<file path="config.mk">
export PLATFORM = sky130hd
export DESIGN_NAME = demux1_4
export DESIGN_NICKNAME = d
export VERILOG_FILES = /design/src/rtl/demux1_4.sv
export SDC_FILE = /design/constraint.sdc
export NUM_CORES = 1
export LEC_CHECK = 0
export CAP_MARGIN = 40
export CORE_ASPECT_RATIO = 1.1
export CORE_MARGIN = 3
export CORE_UTILIZATION = 56
export DETAILED_ROUTE_END_ITERATION = 7
export DONT_BUFFER_PORTS = 1
export GPL_ROUTABILITY_DRIVEN = 0
export MAX_ROUTING_LAYER = met4
export PLACE_DENSITY = 0.76
export SYNTH_ARGS = -nofsm -noshare
export SYNTH_HDL_FRONTEND = slang
export SYNTH_SLANG_ARGS = --single-unit
</file>
<file path="constraint.sdc">
create_clock -name clk -period 1.9 [get_ports clk]
set_input_delay 0.19 -clock clk [delete_from_list [all_inputs] [get_ports clk]]
set_output_delay 0.19 -clock clk [all_outputs]
set_load 0.05 [all_outputs]
</file>
<file path="src/rtl/demux1_4.sv">
// Registered 1-to-4 stream demultiplexer: one valid/ready input fanned out to
// four one-entry lane slices, steered by an explicit select or a round-robin pointer.
module demux1_4 #(
  parameter int WIDTH = 16,
  parameter int CNT_W = 8
) (
  input  logic             clk,
  input  logic             rst_n,
  input  logic             clr,
  input  logic             mode,
  input  logic [1:0]       select,
  input  logic [WIDTH-1:0] in_data,
  input  logic             in_valid,
  output logic             in_ready,
  output logic [WIDTH-1:0] out_0,
  output logic [WIDTH-1:0] out_1,
  output logic [WIDTH-1:0] out_2,
  output logic [WIDTH-1:0] out_3,
  output logic [3:0]       out_valid,
  input  logic [3:0]       out_ready,
  output logic [1:0]       rr_ptr,
  output logic [CNT_W-1:0] beat_cnt
);

  localparam logic [CNT_W-1:0] CNT_ONE = {{(CNT_W-1){1'b0}}, 1'b1};

  logic [1:0]       tgt;
  logic             accept;
  logic [3:0]       fill;
  logic [3:0]       drain;
  logic [WIDTH-1:0] lane_data [4];

  assign tgt = mode ? rr_ptr : select;

  // A full lane that is draining this cycle may be refilled in the same cycle.
  assign in_ready = !clr && rst_n && (!out_valid[tgt] || out_ready[tgt]);
  assign accept   = in_valid && in_ready;
  assign drain    = out_valid & out_ready;

  // NOTE: default every combinational output before the conditional write,
  // otherwise the untouched bits would hold their value and infer a latch.
  always_comb begin
    fill = 4'b0000;
    if (accept) fill[tgt] = 1'b1;
  end

  // NOTE: state is updated with non-blocking assignments so every register
  // samples the pre-edge values, independent of statement order.
  always_ff @(posedge clk or negedge rst_n) begin
    if (!rst_n) begin
      // NOTE: the lane data registers are small and must read zero out of reset,
      // so they are reset along with the control state.
      for (int i = 0; i < 4; i++) lane_data[i] <= '0;
      out_valid <= 4'b0000;
      rr_ptr    <= 2'd0;
      beat_cnt  <= '0;
    end else begin
      // accept is already blocked by clr, so data loads need no clr term.
      for (int i = 0; i < 4; i++) begin
        if (fill[i]) lane_data[i] <= in_data;
      end

      if (clr) begin
        out_valid <= 4'b0000;
        rr_ptr    <= 2'd0;
        beat_cnt  <= '0;
      end else begin
        out_valid <= fill | (out_valid & ~drain);
        if (accept && mode) rr_ptr <= rr_ptr + 2'd1;
        if (accept) beat_cnt <= beat_cnt + CNT_ONE;
      end
    end
  end

  assign out_0 = lane_data[0];
  assign out_1 = lane_data[1];
  assign out_2 = lane_data[2];
  assign out_3 = lane_data[3];

endmodule
</file>
==> results of run 1 <==
-- synthesized netlist by cell type --
| cell type | count | area (um2) |
|---|---|---|
| xnor2_1 | 1 | 8.760 |
| nand2_1 | 4 | 15.01 |
| dfrtp_1 | 78 | 1952 |
| buf_2 | 1 | 5.000 |
| inv_1 | 3 | 11.26 |
| nor2b_1 | 3 | 18.77 |
| a2111oi_0 | 1 | 8.760 |
| o41ai_1 | 1 | 8.760 |
| a2bb2oi_2 | 1 | 15.01 |
| nand3b_1 | 1 | 7.510 |
| nand3_1 | 5 | 25.02 |
| nor4_4 | 1 | 21.27 |
| or4_1 | 2 | 15.01 |
| nor2_1 | 10 | 37.54 |
| mux2i_1 | 2 | 20.02 |
| mux2_2 | 65 | 732.0 |
| and2_2 | 1 | 7.510 |
| a211o_1 | 2 | 17.52 |
| a21oi_1 | 7 | 35.03 |
| nor4b_4 | 1 | 23.77 |
| nand3_2 | 1 | 10.01 |
| o2bb2ai_2 | 1 | 15.01 |
| clkbuf_1 | 1 | 3.750 |
| mux2i_4 | 3 | 67.56 |
| nand4b_1 | 2 | 17.52 |
| ha_1 | 1 | 12.51 |
| buf_4 | 3 | 22.52 |
| nand4_1 | 1 | 6.260 |
| nor3_4 | 1 | 16.27 |
| o31ai_1 | 2 | 15.01 |
| o21ai_0 | 1 | 5.000 |
| or3_2 | 1 | 7.510 |
| nand2b_1 | 3 | 18.77 |
| and4b_2 | 2 | 22.52 |
| and2_1 | 1 | 6.260 |
-- worst paths after layout --
| check | slack [ns] | endpoint | cells past startpoint |
|---|---|---|---|
| max | -0.11 | in_ready | 5 |
| min | -0.46 | beat_cnt[4]$_DFFE_PN0P_ | 0 |
| max reg2reg | -0.01 | rr_ptr[1]$_DFFE_PN0P_ | 7 |
| min reg2reg | 0.59 | beat_cnt[1]$_DFFE_PN0P_ | 2 |
| max in group asynchronous | 2.24 | out_0[5]$_DFFE_PN0P_ | 0 |
| min in group clk | -0.09 | beat_cnt[4]$_DFFE_PN0P_ | 1 |
-- layout make-up --
cell class | instances | area share
inverter | 3 | 0.002741
timing repair buffer | 46 | 0.1081
clock inverter | 4 | 0.01096
multi-input combinational | 128 | 0.3417
tap | 75 | 0.02284
sequential | 78 | 0.4759
clock buffer | 12 | 0.03776
-- what timing repair did --
item / CTS / global route
hold endpoints to repair: 151 / 89
pin swaps: 0 / 10
resized for setup: 1 / 21
setup endpoints to repair: 1 / 11
setup buffers: 2 / 4
hold buffers: 16 / 1
-- flip-flops by register name, indices dropped and copies added (netlist names) --
name / count
beat_cnt: 8
out_valid: 4
out_1: 16
out_3: 16
out_0: 16
rr_ptr: 2
out_2: 16
-- power by group through the flow --
stage | Sequential (mW) | Combinational (mW) | Clock, mW
after CTS | 3.46 | 0.545 | 1.26
after detailed placement | 3.49 | 0.502 | 0
after floorplan | 3.41 | 0.409 | 0
after global placement | 3.48 | 0.468 | 0
after global routing | 3.49 | 0.605 | 1.33
final | 3.45 | 0.563 | 1.23
-- layer usage --
metal  vias to the layer above  routed length [um]  track usage
met1                      1046                2803       0.2761
met5                         -                   0            -
met3                         7                 537      0.06197
met4                         0                  67      0.09380
met2                        98                4050       0.3917
li1                        885                   -            -
-- cell usage in the layout (no fill, tap or decap), types with 2 or more instances in the layout --
cell type	n
a21oi_1	2
nand4b_1	2
clkbuf_8	11
mux2i_4	4
inv_1	3
clkinv_2	3
nand3_1	4
dlygate4sd3_1	17
nor2_1	10
and4b_2	2
a21oi_2	5
buf_12	3
mux2_2	51
buf_4	21
nor2b_2	2
dfrtp_1	75
or4_4	2
mux2_4	14
dfrtp_2	3
nand2_1	4
a211o_1	2
o31ai_2	2
nand2b_1	3
buf_6	5
-- cells by family (layout without fill, tap and decap cells) --
group           Yosys count  in the layout  share of synthesized area
flops                    78             78                     0.6039
fa+ha+maj                 1              1                   0.003871
buf+inv                   8             65                    0.01316
mux                      70             70                     0.2536
compound gates           16             16                    0.03716
xor+xnor                  1              1                   0.002711
simple gates             40             40                    0.08556
-- stage by stage --
stage	power [mW]	utilization	setup TNS (ns)	hold WS, ns	worst slack (ns)
final	5.248	0.7518	-0.1177	-0.4589	-0.1121
after global routing	5.431	0.7518	-0.4655	-0.4883	-0.1918
after CTS	5.266	0.7257	-0.1022	-0.4786	-0.1022
after detailed placement	3.991	0.6564	0	-0.1035	0.02719
after global placement	3.945	0.6564	0	-0.1039	0.1067
after floorplan	3.815	-	-9.053	-0.1056	-0.2883
==> metrics.cfg, run 1 <==
[placement]
dp_hpwl_mm = 4.891
portBuffers = 0
dp_cells = 307
place_area_um2 = 3587

[logic_synthesis]
synth_area_um2 = 3232
yosysUniqueCellTypes = 35
ys_warn_count = 0
yosysSeqAreaShare = 0.6039
syn-num-nets = 242
syn_area_per_cell_um2 = 15.10
ys_seq_elements = 78
netlist_instances = 214

[pwr]
switchingPower_mw = 2.226
clkPwrFrac = 0.235
p_leak_nw = 1.829
sw_frac_of_total = 0.4241
power_density_nw_per_um2 = 1277
ir_drop_v = 0.0009233
p_seq_frac = 0.658
share_comb_of_total_power = 0.107
cellInternalPower_mw = 3.022

[final_layout]
seq_area_um2 = 1956
drive_gt1_frac = 0.5129
fin_cells = 346
area.growth.synth_to_final_pct = 27.14
nFillCells = 332
diodes = 0
multi_input_area_um2 = 1404
fin_area_um2 = 4109
nNetsFinal = 294

[global_routing]
grt_remaining_overflow = 0
grt_pass1_vias = 2197
antenna_found_initial = 0
grt_usage = 0.2362
grt_max_degree = 82
grt_first_pass_wirelength_mm = 11.84

[timing]
finalHoldViolCount = 88
fin_skew_ns = 0.008170
max_freq_ghz = 0.4970
holdWs_ns = -0.4589
worstMarginPinSlew_ns = 0.5269
rsz0062_at_grt = yes
period_needed_ns = 2.012
finalCritPeriodShare = 1.059
layout_setup_ws_ns = -0.1121
slew_violations = 0
relSlewSlack = 0.6487
finalSetupViolCount = 2

[floorplanning]
die_h_um = 85.68
ios = 106
die-area_um2 = 6719
core_um2 = 5465
std_cell_rows = 28
initial_core_util = 0.5913
fp.dieW_um = 78.43

[clock_tree]
cts_tree = done
cts_max_path_buffers = 2
clock_latency_ns = 0.33
clock-sinks = 78
clkTransAtPathRegs_ns = 0.08
cts_buffers = 9
cts_max_level = 3
cts_root_buffer = clkbuf_8

[setup_path]
critPathLaunchType = flop
critPathMostFrequentCell = mux2i_4
cp_slowest_stage_delay_ns = 0.44
cp_top_family = multiplexers
worst-path-buf-inv = 1
crit_type = flop to output pin
critPathRequiredTime_ns = 1.71
cp.arrival_ns = 1.82
r2r-start = rr_ptr[1]$_DFFE_PN0P_
slowest_stage = dfrtp_2
cp_max_fo = 2
end_kind = output pin
crit_chain = mux2i_4 -> mux2i_4 -> nor2_1 -> a2111oi_4 -> buf_12
startpoint = rr_ptr[1]$_DFFE_PN0P_

[run]
maxCapViolations = 0

[drt]
drc = 0
vias = 2036
drt-wirelength-per-cell_um = 21.55
ant_nets = 0
wl_mm = 7.457
drt_iter0_drc = 115
firstDrtPassIters = 4
avgViaCountPerCell = 5.884

[worst_hold_path]
hold_path_class = primary input to asynchronous set/reset pin

[status]
violations = hold timing, setup timing
status = finished with violations

(Power assumes the default switching activity.)
==> run 2, diff against run 1 <==
--- a/config.mk
+++ b/config.mk
@@ -8,12 +8,13 @@
 export CAP_MARGIN = 40
 export CORE_ASPECT_RATIO = 1.1
 export CORE_MARGIN = 3
-export CORE_UTILIZATION = 56
+export CORE_UTILIZATION = 58
 export DETAILED_ROUTE_END_ITERATION = 7
 export DONT_BUFFER_PORTS = 1
 export GPL_ROUTABILITY_DRIVEN = 0
 export MAX_ROUTING_LAYER = met4
 export PLACE_DENSITY = 0.76
+export SLEW_MARGIN = 20
 export SYNTH_ARGS = -nofsm -noshare
 export SYNTH_HDL_FRONTEND = slang
 export SYNTH_SLANG_ARGS = --single-unit
==> constraint.sdc (replaced) <==
create_clock -name clk -period 2.2 [get_ports clk]
set_input_delay 0.22 -clock clk [delete_from_list [all_inputs] [get_ports clk]]
set_output_delay 0.22 -clock clk [all_outputs]
set_load 0.05 [all_outputs]
==> run 2 against run 1 <==
  * The flow now finishes without violations
  * Clock skew fell by 0.0027 ns
  * Die area fell by 3.2%
  * Utilization fell by 3.5 points
  * Critical path depth did not move
  * Largest power group unchanged
  * Sequential power fell by 14%
  * Count of clock-buffer cells in the layout fell by 1
  * Via count fell by 3.0%
  * Non-clock buffer count fell by 21
  * Final cell count fell by 7.2%
  * Clock power fell by 17%
==> metrics.cfg, run 2 (synthesis gave the netlist of run 1 again) <==
[status]
status = completed

[timing]
relSlewSlack = 0.6006
setup_tns_ns = 0
finalCritPeriodShare = 0.9590
fin_skew_ns = 0.005484
finalHoldViolCount = 0
period_needed_ns = 2.110
worstMarginPinSlew_ns = 0.5991
finalSetupViolCount = 0
slew_violations = 0
holdWs_ns = 0.02766
max_freq_ghz = 0.4740

[floorplanning]
core_um2 = 5202
ios = 106
initial_core_util = 0.6212
die_h_um = 84.29
std_cell_rows = 27
fp.dieW_um = 77.17
die-area_um2 = 6505

[final_layout]
nFillCells = 337
multi_input_area_um2 = 1260
nNetsFinal = 273
seq_area_um2 = 1953
layout_commonest_cell = dfrtp_1
drive_gt1_frac = 0.4739
area.growth.synth_to_final_pct = 15.37
layout_common_cells = dfrtp_1, mux2_2, buf_4
diodes = 0

[global_routing]
grt_max_degree = 79
antenna_found_initial = 0
grt_pass1_vias = 2111
grt_remaining_overflow = 0
grt_first_pass_wirelength_mm = 11.06
grt_usage = 0.2303

[setup_path]
end_kind = output pin
critPathLaunchType = flop
cp.arrival_ns = 1.89
critPathRequiredTime_ns = 1.98
cp_slowest_stage_delay_ns = 0.41
cp_max_fo = 4
crit_type = flop to output pin
slowest_stage = dfrtp_1
crit_chain = mux2i_4 -> mux2i_4 -> nor2_1 -> a2111oi_4 -> buf_12
critPathMostFrequentCell = mux2i_4

[clock_tree]
cts_tree = done
cts_buffers = 9
cts_root_buffer = clkbuf_8
cts_max_level = 3
clkTransAtPathRegs_ns = 0.07
clock-sinks = 78
cts_max_path_buffers = 2
clock_latency_ns = 0.34

[drt]
wl_mm = 7.044
drc = 0
vias = 1974
drt-wirelength-per-cell_um = 21.94
ant_nets = 0
avgViaCountPerCell = 6.150
drt_iter0_drc = 66
firstDrtPassIters = 4

[pwr]
power_density_nw_per_um2 = 1186
p_leak_nw = 1.668
ir_drop_v = 0.0008350

[placement]
portBuffers = 0
dp_hpwl_mm = 4.851

[worst_hold_path]
hold_path_class = primary input to flop

[run]
maxCapViolations = 0

-- run 2: cell types whose count changed in the layout (fill, tap and decap cells not counted), sizes merged --
cell         delta
clkbuf          -1
buf             -6
clkinv          -1
clkinvlp        +1
dlygate4sd3    -15
-- run 2: path summary, 6_finish.rpt --
path | startpoint | endpoint | slack (ns) | cells after the start
worst max-delay path | rr_ptr[1]$_DFFE_PN0P_ | in_ready | 0.09 | 5
worst min-delay path | in_data[5] | out_2[5]$_DFFE_PN0P_ | 0.03 | 1
worst max register to register | rr_ptr[1]$_DFFE_PN0P_ | beat_cnt[5]$_DFFE_PN0P_ | 0.15 | 6
worst min register to register | beat_cnt[1]$_DFFE_PN0P_ | beat_cnt[1]$_DFFE_PN0P_ | 0.55 | 2
max in group asynchronous | rst_n | rr_ptr[0]$_DFFE_PN0P_ | 1.43 | 2
min in group asynchronous | rst_n | beat_cnt[4]$_DFFE_PN0P_ | 0.43 | 2
-- run 2: metal layers --
metal	global-route usage	wire (um)	vias up
met5	-	0	-
li1	-	-	834
met1	0.2653	2676	1009
met4	0.1068	200	0
met3	0.08047	654	21
met2	0.3621	3512	110
-- run 2: where the power goes --
part	switching, mW	internal [mW]	leakage (nW)	total (mW)
clock network	0.476	0.545	0.0952	1.02
logic	0.167	0.256	0.581	0.423
registers	1.27	1.71	0.992	2.98
total	1.91	2.51	1.67	4.42
-- run 2: worst max-delay path: cells and delay by family, from the launching register on --
kind | cells | cell delay [ns]
AO/OA/AOI/OAI | 1 | 0.28
buffers and inverters | 1 | 0.19
AND/OR/NAND/NOR | 1 | 0.09
multiplexers | 2 | 0.58
flip-flops | 1 | 0.41
-- run 2: cell type report --
cell class,count,share of cell area
multi-input combinational,128,0.3379
tap,72,0.02416
clock buffer,11,0.03792
timing repair buffer,25,0.06040
sequential,78,0.5238
clock inverter,4,0.01275
inverter,3,0.003020
-- run 2: stage by stage --
step / cells / instance area, um2 / utilization / total power [mW] / worst slack (ns)
after floorplan: 214 / 3259 / - / 3.247 / -0.06444
after detailed placement: 299 / 3462 / 0.6655 / 3.399 / 0.1334
after CTS: 319 / 3714 / 0.7138 / 4.458 / 0.05990
final: 321 / 3729 / 0.7167 / 4.421 / 0.09024
after global routing: 321 / 3729 / 0.7167 / 4.581 / -0.02007
after global placement: 299 / 3462 / 0.6655 / 3.350 / 0.2157
-- run 2: what timing repair did --
item | in CTS | in global routing
setup endpoints to repair | 1 | 1
pin swaps | 0 | 0
hold buffers | 3 | 0
buffers inserted | 2 | 2
endpoints found under the hold margin | 88 | 0
gates resized for setup | 0 | 0
==> run 3, diff against run 2 <==
--- a/config.mk
+++ b/config.mk
@@ -9,11 +9,12 @@
 export CORE_ASPECT_RATIO = 1.1
 export CORE_MARGIN = 3
 export CORE_UTILIZATION = 58
+export CTS_BUF_LIST = sky130_fd_sc_hd__clkbuf_16
 export DETAILED_ROUTE_END_ITERATION = 7
 export DONT_BUFFER_PORTS = 1
 export GPL_ROUTABILITY_DRIVEN = 0
 export MAX_ROUTING_LAYER = met4
-export PLACE_DENSITY = 0.76
+export PLACE_DENSITY = 0.74
 export SLEW_MARGIN = 20
 export SYNTH_ARGS = -nofsm -noshare
 export SYNTH_HDL_FRONTEND = slang
==> run 3 against run 2 <==
  * Sequential power hardly changed
  * Clock power is 38% higher
  * First-iteration DRC count is 120% higher
  * Die area stayed put
  * Critical path depth stayed put
  * Sequential share of layout area is 1.3 points lower
  * Wire length is 0.27% lower
  * Non-clock buffer count is 1 lower
  * Clock skew is 0.00065 ns lower
  * Count of clock-buffer cells in the layout is 2 lower
  * Total power is 8.8% higher
  * Design area is 2.6% higher
  * Largest power group unchanged
==> metrics.cfg, run 3 (synthesis gave the netlist of run 1 again) <==
[clock_tree]
clock-sinks = 78
cts_tree = done
cts_buffers = 9
clock_latency_ns = 0.33
cts_max_path_buffers = 2
cts_max_level = 3
cts_root_buffer = clkbuf_16
clkTransAtPathRegs_ns = 0.06

[final_layout]
layout_common_cells = dfrtp_1, mux2_2, buf_4
nFillCells = 347
drive_gt1_frac = 0.4739
area.growth.synth_to_final_pct = 18.31
diodes = 0
fin_area_um2 = 3824
nNetsFinal = 272
layout_commonest_cell = dfrtp_1

[global_routing]
grt_max_degree = 79
antenna_found_initial = 0
grt_remaining_overflow = 0
grt_pass1_vias = 2179
grt_first_pass_wirelength_mm = 11.50
grt_usage = 0.2378

[placement]
dp_hpwl_mm = 4.812
portBuffers = 0
place_area_um2 = 3470

[pwr]
share_comb_of_total_power = 0.087
switchingPower_mw = 1.974
cellInternalPower_mw = 2.835
p_seq_frac = 0.619
ir_drop_v = 0.0008666
power_density_nw_per_um2 = 1257
sw_frac_of_total = 0.4105
power_mw = 4.808
clkPwrFrac = 0.294
p_leak_nw = 1.719

[floorplanning]
initial_core_util = 0.6212
die_h_um = 84.29
core_um2 = 5202
fp.dieW_um = 77.17
die-area_um2 = 6505
ios = 106
std_cell_rows = 27

[setup_path]
cp.arrival_ns = 1.86
critPathRequiredTime_ns = 1.98
r2r_slack_ns = 0.14
cp_max_fo = 4
crit_type = flop to output pin
end_kind = output pin
critPathLaunchType = flop

[timing]
max_freq_ghz = 0.4811
period_needed_ns = 2.079
setup_tns_ns = 0
finalHoldViolCount = 0
finalCritPeriodShare = 0.9448
finalSetupViolCount = 0
slew_violations = 0
worstMarginPinSlew_ns = 0.5906
relSlewSlack = 0.6063
rsz0062_at_grt = no
fin_skew_ns = 0.004829

[drt]
vias = 1944
firstDrtPassIters = 4
wl_met2_mm = 3.676
drc = 0
avgViaCountPerCell = 6.056
wl_met1_mm = 2.584
drt-wirelength-per-cell_um = 21.88
highest_layer = met4
wl_mm = 7.025
wl_met3_um = 662
drt_iter0_drc = 145
ant_nets = 0

[worst_hold_path]
hold_path_class = primary input to flop

[status]
status = completed

[run]
maxCapViolations = 0

==> run 3: changes by cell type in the layout (fill, tap and decap cells not counted) <==
cell / delta
buf_4: -1
clkbuf_1: -1
clkbuf_16: +9
clkbuf_8: -10
clkinv_2: +1
clkinv_4: +2
clkinvlp_4: -1
inv_1: +1
==> run 3: area by class of cell <==
| cell class | count | area (um2) | share of cell area |
|---|---|---|---|
| Tap cell | 72 | 90.09 | 0.02356 |
| Inverter | 3 | 11.26 | 0.002945 |
| Timing Repair Buffer | 24 | 217.7 | 0.05694 |
| Multi-Input combinational cell | 128 | 1260 | 0.3295 |
| Clock inverter | 7 | 66.31 | 0.01734 |
| Sequential cell | 78 | 1953 | 0.5108 |
| Clock buffer | 9 | 225.2 | 0.05890 |
==> run 3: per-layer routing <==
metal	up-vias	GRT usage
li1	832	-
met1	997	0.2525
met2	101	0.3983
met3	14	0.09335
met4	0	0.09223
met5	-	-
==> run 3: what timing repair did <==
| action | CTS | global route |
|---|---|---|
| buffers inserted | 2 | 0 |
| resized for setup | 0 | 0 |
| setup endpoints to repair | 1 | 0 |
| hold buffers | 3 | 0 |
| hold endpoints to repair | 88 | 0 |
==> run 3: final timing paths <==
check / startpoint / end / cells after the start
min: in_data[11] / out_2[11]$_DFFE_PN0P_ / 1
min reg2reg: beat_cnt[1]$_DFFE_PN0P_ / beat_cnt[1]$_DFFE_PN0P_ / 2
min in group asynchronous: rst_n / beat_cnt[5]$_DFFE_PN0P_ / 2
max reg2reg: rr_ptr[1]$_DFFE_PN0P_ / rr_ptr[1]$_DFFE_PN0P_ / 6
max: rr_ptr[1]$_DFFE_PN0P_ / in_ready / 5
max in group asynchronous: rst_n / out_1[11]$_DFFE_PN0P_ / 2
==> run 3: power groups by stage <==
stage          combinational [mW]  clock, mW  sequential [mW]
2_1_floorplan               0.308          0             2.94
3_3_place_gp                0.356          0             3.00
3_5_place_dp                0.385          0             3.01
4_1_cts                     0.427       1.44             2.99
5_1_grt                     0.460       1.50             3.01
6_report                    0.419       1.41             2.98
==> run 3: worst max-delay path, cell delays in order (launching register included) <==
cell and delay, ns:
dfrtp_1 0.40, mux2i_4 0.24, mux2i_4 0.32, nor2_1 0.10
a2111oi_4 0.28, buf_12 0.19
==> run 3: per-stage QoR <==
stage	std cells	setup WS (ns)	util	hold WS, ns
after floorplan	214	-0.06444	-	-0.07559
after global placement	300	0.2249	0.6669	-0.07369
after detailed placement	300	0.1150	0.6669	-0.07372
after CTS	321	0.1181	0.7350	0.03182
after global routing	321	0.04459	0.7350	0.02520
final	321	0.1215	0.7350	0.03839
